### src/rtl/io_bus_decoder_ws.sv
// Multi-window 68k IO address decoder with per-channel wait states and Dtack/Berr generation.
// Optional macro BERR_TIMEOUT_EN enables the unclaimed-access bus-error timeout.
module io_bus_decoder_ws #(
    parameter int                        NUM_CH   = 4,
    parameter int                        WIN_BITS = 4,
    parameter logic [16*NUM_CH-1:0]      CH_BASE  = {16'h8030, 16'h8020, 16'h8010, 16'h8000},
    parameter int                        WAIT_W   = 4,
    parameter logic [WAIT_W*NUM_CH-1:0]  CH_WAIT  = {4'd3, 4'd1, 4'd0, 4'd2},
    parameter int                        TIMEOUT  = 255
) (
    input  logic              Clk,
    input  logic              Reset_L,
    input  logic [31:0]       Address,
    input  logic              IO_Select_H,
    input  logic              AS_L,
    output logic [NUM_CH-1:0] Enable_H,
    output logic              Dtack_L,
    output logic              Berr_L,
    output logic              Busy_H
);

    typedef enum logic [2:0] {
        S_SYNC,
        S_IDLE,
        S_WAIT,
        S_ACK,
        S_NOMATCH,
        S_BERR
    } state_t;

    state_t              state_q, state_d;
    logic [NUM_CH-1:0]   enable_q, enable_d;
    logic                dtack_q, dtack_d;
    logic [WAIT_W-1:0]   cnt_q, cnt_d;

    logic                hit;
    logic [NUM_CH-1:0]   hit_onehot;
    logic [WAIT_W-1:0]   hit_wait;

    // Only the IO-region offset above the window granule takes part in decoding.
    logic unused_addr;
    assign unused_addr = ^{Address[31:16], Address[WIN_BITS-1:0]};

    // Scanning from the top down lets the lowest matching index overwrite the others.
    always_comb begin
        hit        = 1'b0;
        hit_onehot = '0;
        hit_wait   = '0;
        for (int i = NUM_CH - 1; i >= 0; i--) begin
            if (IO_Select_H &&
                Address[15:WIN_BITS] == CH_BASE[16*i + WIN_BITS +: 16 - WIN_BITS]) begin
                hit           = 1'b1;
                hit_onehot    = '0;
                hit_onehot[i] = 1'b1;
                hit_wait      = CH_WAIT[WAIT_W*i +: WAIT_W];
            end
        end
    end

`ifdef BERR_TIMEOUT_EN
    localparam logic [15:0] TMO_LAST = 16'(TIMEOUT - 1);

    logic        berr_q, berr_d;
    logic [15:0] tcnt_q, tcnt_d;
`endif

    always_comb begin
        // NOTE: every signal gets a default first so no path through the case infers a latch.
        state_d  = state_q;
        enable_d = enable_q;
        dtack_d  = dtack_q;
        cnt_d    = cnt_q;
`ifdef BERR_TIMEOUT_EN
        berr_d   = berr_q;
        tcnt_d   = tcnt_q;
`endif
        case (state_q)
            S_SYNC: begin
                if (AS_L) state_d = S_IDLE;
            end
            S_IDLE: begin
                if (!AS_L && IO_Select_H) begin
                    if (hit) begin
                        enable_d = hit_onehot;
                        cnt_d    = hit_wait;
                        state_d  = S_WAIT;
                    end else begin
`ifdef BERR_TIMEOUT_EN
                        tcnt_d   = '0;
`endif
                        state_d  = S_NOMATCH;
                    end
                end
            end
            S_WAIT: begin
                if (AS_L) begin
                    enable_d = '0;
                    state_d  = S_IDLE;
                end else if (cnt_q == '0) begin
                    dtack_d  = 1'b0;
                    state_d  = S_ACK;
                end else begin
                    cnt_d    = cnt_q - WAIT_W'(1);
                end
            end
            S_ACK: begin
                if (AS_L) begin
                    enable_d = '0;
                    dtack_d  = 1'b1;
                    state_d  = S_IDLE;
                end
            end
            S_NOMATCH: begin
                if (AS_L) begin
                    state_d = S_IDLE;
                end
`ifdef BERR_TIMEOUT_EN
                else begin
                    tcnt_d = tcnt_q + 16'd1;
                    if (tcnt_q == TMO_LAST) begin
                        berr_d  = 1'b0;
                        state_d = S_BERR;
                    end
                end
`endif
            end
            S_BERR: begin
                if (AS_L) begin
`ifdef BERR_TIMEOUT_EN
                    berr_d  = 1'b1;
`endif
                    state_d = S_IDLE;
                end
            end
            default: begin
                state_d  = S_SYNC;
                enable_d = '0;
                dtack_d  = 1'b1;
            end
        endcase
    end

    // NOTE: state registers use non-blocking assignments so every flop samples pre-edge values.
    always_ff @(posedge Clk or negedge Reset_L) begin
        if (!Reset_L) begin
            state_q  <= S_SYNC;
            enable_q <= '0;
            dtack_q  <= 1'b1;
            cnt_q    <= '0;
        end else begin
            state_q  <= state_d;
            enable_q <= enable_d;
            dtack_q  <= dtack_d;
            cnt_q    <= cnt_d;
        end
    end

`ifdef BERR_TIMEOUT_EN
    always_ff @(posedge Clk or negedge Reset_L) begin
        if (!Reset_L) begin
            berr_q <= 1'b1;
            tcnt_q <= '0;
        end else begin
            berr_q <= berr_d;
            tcnt_q <= tcnt_d;
        end
    end

    assign Berr_L = berr_q;
`else
    assign Berr_L = 1'b1;
`endif

    assign Enable_H = enable_q;
    assign Dtack_L  = dtack_q;
    assign Busy_H   = (state_q != S_IDLE);

endmodule

### config.mk
export PLATFORM = sky130hd
export DESIGN_NAME = io_bus_decoder_ws
export DESIGN_NICKNAME = d
export VERILOG_FILES = /design/src/rtl/io_bus_decoder_ws.sv
export SDC_FILE = /design/constraint.sdc
export NUM_CORES = 1
export LEC_CHECK = 0
export BUFFER_PORTS_ARGS = -buffer_cell sky130_fd_sc_hd__buf_2
export CAP_MARGIN = 20
export CORE_UTILIZATION = 38
export DETAILED_ROUTE_END_ITERATION = 8
export MAX_ROUTING_LAYER = met4
export PLACE_DENSITY = 0.79
export SLEW_MARGIN = 20
export SYNTH_ARGS = -nofsm -noshare
export SYNTH_HDL_FRONTEND = slang
export SYNTH_SLANG_ARGS = --single-unit
### constraint.sdc
create_clock -name Clk -period 1.75 [get_ports Clk]
set_input_delay 0.0875 -clock Clk [delete_from_list [all_inputs] [get_ports Clk]]
set_output_delay 0.0875 -clock Clk [all_outputs]
set_load 0.005 [all_outputs]
==> qor.txt <==
WP data required = 1.92 ns
Worst setup EP type = flip-flop
Final period util = 0.976
Final setup vio count = 0
Seq/Total Area, Yosys = 0.405
Area after DPL = 910 um2
Die Span X = 46.3 um
Global-route wire length before repair = 2720 um
Worst hold path type = in -> reg
CTS tree = yes
Max FO, Critical Path = 7
Share of cells above drive strength 1 = 0.409
Area delta synth->final = 36.5%
Peak VDD IR = 0.596 mV
Type of the worst setup path = reg -> reg
GP Congestion = 0.851
Syn Nets = 115
Number of global-route vias before repair = 673
Power Density = 849 nW/um2
Final Hold Fails = 0
Total length of routed wires = 1840 um
Sequence of cells on the critical path = buf_4, or2_1, o211a_1, a22o_1, a22o_1
Post-route cell area = 1020 um2
Clk_lat worst skew = 0.28 ns
Routed len/inst = 13.6 um
MaxCap Viol Count = 0
FILL cells = 155
Die H = 46.3 um
Max incr delay on CP = 0.39 ns
Pre-antenna DRT Iters = 3
# rows = 15
Antenna Cells = 0
Port Buffers = 21
Post-route ant nets = 0
Clock Tree Root = clkbuf_4
Worst-case clock buffer depth = 2
Mapped Cells = 77
H-Tree Depth = 1
Avg Cell Area, Syn = 9.67 um2
Clock transition at the registers of the reported paths = 0.08 ns
Slew margin rel. = 0.663
Synth Register Bits = 12
Dpl cells = 126
Setup Skew = 0.00146 ns
CP top delay family = compound AO/OA/AOI/OAI gates
Synth cell types = 35
Final worst path period need = 1.71 ns
DR vias = 732
Leak pwr = 0.000497 uW
Total CTS buffers = 3
Worst setup SP type = flip-flop
Final Util = 0.570
Slew @ Worst Pin = 0.501 ns
Final net count = 149
Vias/cell = 5.42
Outcome = finished, final reports clean
Top Ports = 43
Hold slack = 0.103 ns
Crit path DAT = 1.88 ns
Synth Cell Area = 744 um2
Antenna violations before repair = 0
Slowest stage cell, crit path = dfrtp_1
Fin. max-slew vios = 0
Hpwl dp = 1340 um
Final global-route overflow total = 0
Max Clock Freq = 586 MHz
DRC errors left = 0
Initial DRC count = 7
Final Total Pwr = 862 uW
Ys Warns = 0
Final Non-Filler Cells = 135
Most Frequent Cell on Critical Path = a22o_1
Core area = 1780 um2
Clock sink count = 12
WP buf/inv = 1
Overall global routing resource usage = 0.191
Largest net degree at the start of global routing = 13
Initial core utilization = 0.418
Full die area = 2140 um2
-- power by group --
| part | internal (uW) | leakage [uW] | total [uW] | switching, uW |
|---|---|---|---|---|
| clock network | 127 | 0.0000210 | 226 | 99.6 |
| logic | 157 | 0.000325 | 314 | 157 |
| registers | 305 | 0.000151 | 322 | 16.8 |
-- worst reg2reg max path, stage by stage, from the launching register on --
cell	delay, ns
dfrtp_1	0.39
buf_4	0.17
or2_1	0.25
o211a_1	0.26
a22o_1	0.29
a22o_1	0.25
-- timing repair --
item,in CTS,in global routing
pin swaps,0,4
setup endpoints to repair,1,4
buffers inserted,0,4
endpoints found under the hold margin,12,0
gates resized for setup,1,6
hold buffers,1,0
-- per-layer routing --
metal,up-vias,share of wire,GRT usage
met4,0,0.023,0.106
met2,22,0.50,0.321
met3,4,0.036,0.0353
met1,353,0.44,0.209
li1,353,-,-
met5,-,0,-
-- kinds of logic after synthesis --
logic type               after synthesis  share of synthesized area
flip-flops                            12                      0.405
AO/OA/AOI/OAI                         24                      0.232
multiplexers                           3                     0.0437
other                                  1                    0.00504
adder cells (fa/ha/maj)                2                     0.0336
buffers and inverters                 10                     0.0622
AND/OR/NAND/NOR                       25                      0.218
-- cells in the mapped netlist --
| cell | instances | area share |
|---|---|---|
| dfrtp_1 | 11 | 0.37 |
| inv_1 | 7 | 0.035 |
| a21oi_1 | 6 | 0.040 |
| nand2_1 | 4 | 0.020 |
| a22o_1 | 3 | 0.035 |
| nor3b_1 | 3 | 0.030 |
| o21ai_0 | 3 | 0.020 |
| a211o_1 | 2 | 0.024 |
| a21o_1 | 2 | 0.020 |
| a32o_1 | 2 | 0.027 |
| buf_4 | 2 | 0.020 |
| ha_1 | 2 | 0.034 |
| mux2_2 | 2 | 0.030 |
| nand3_1 | 2 | 0.013 |
| nand4_1 | 2 | 0.017 |
| nor2_1 | 2 | 0.010 |
| nor3_1 | 2 | 0.013 |
| o22ai_1 | 2 | 0.017 |
| or2_1 | 2 | 0.017 |
| a2111oi_0 | 1 | 0.012 |
| a31o_2 | 1 | 0.012 |
| and2_1 | 1 | 0.0084 |
| buf_2 | 1 | 0.0067 |
| conb_1 | 1 | 0.0050 |
| dfstp_2 | 1 | 0.035 |
| mux2i_1 | 1 | 0.013 |
| nand3b_1 | 1 | 0.010 |
| nand4bb_1 | 1 | 0.015 |
| nor3b_2 | 1 | 0.017 |
| nor4_1 | 1 | 0.0084 |
| nor4bb_1 | 1 | 0.013 |
| o211a_1 | 1 | 0.013 |
| o2bb2ai_1 | 1 | 0.012 |
| or3b_1 | 1 | 0.012 |
| or4b_1 | 1 | 0.013 |
-- state kept, by name, indices dropped and copies added (netlist names) --
name,flops
Dtack_L,1
Enable_H,4
state_q,3
cnt_q,4
-- layout by cell type (no fill, tap or decap), types with 3 or more instances in the layout --
master    instances
dfrtp_1          11
nand2_1           4
buf_2            21
a21oi_1           5
a22o_1            3
inv_1             7
clkbuf_4          3
buf_4            10
o21ai_0           3
-- stage by stage --
step,worst slack (ns),TNS (ns)
2_1_floorplan,0.000610,0
3_3_place_gp,-0.00250,-0.00250
3_5_place_dp,-0.0414,-0.0414
4_1_cts,0.00836,0
5_1_grt,-0.00670,-0.0182
6_report,0.0426,0
-- final timing paths --
check                       startpoint     endpoint  slack [ns]  depth (start not counted)
hold reg to reg            Enable_H[1]  Enable_H[1]        0.50                          1
setup / recovery            state_q[2]  Enable_H[0]        0.04                          5
min in group asynchronous      Reset_L   state_q[1]        0.21                          2
hold / removal              Address[4]  Enable_H[1]        0.10                          2
max in group asynchronous      Reset_L      Dtack_L        1.27                          2
setup reg to reg            state_q[2]  Enable_H[0]        0.04                          5
-- layout make-up --
type	instances	area, um2	area share
Timing Repair Buffer	32	190	0.187
Inverter	7	26.3	0.0259
Tap cell	25	31.3	0.0308
Clock buffer	4	36.3	0.0357
Multi-Input combinational cell	55	430	0.424
Sequential cell	12	302	0.297
Note: power is estimated with default switching activity, not from simulation.
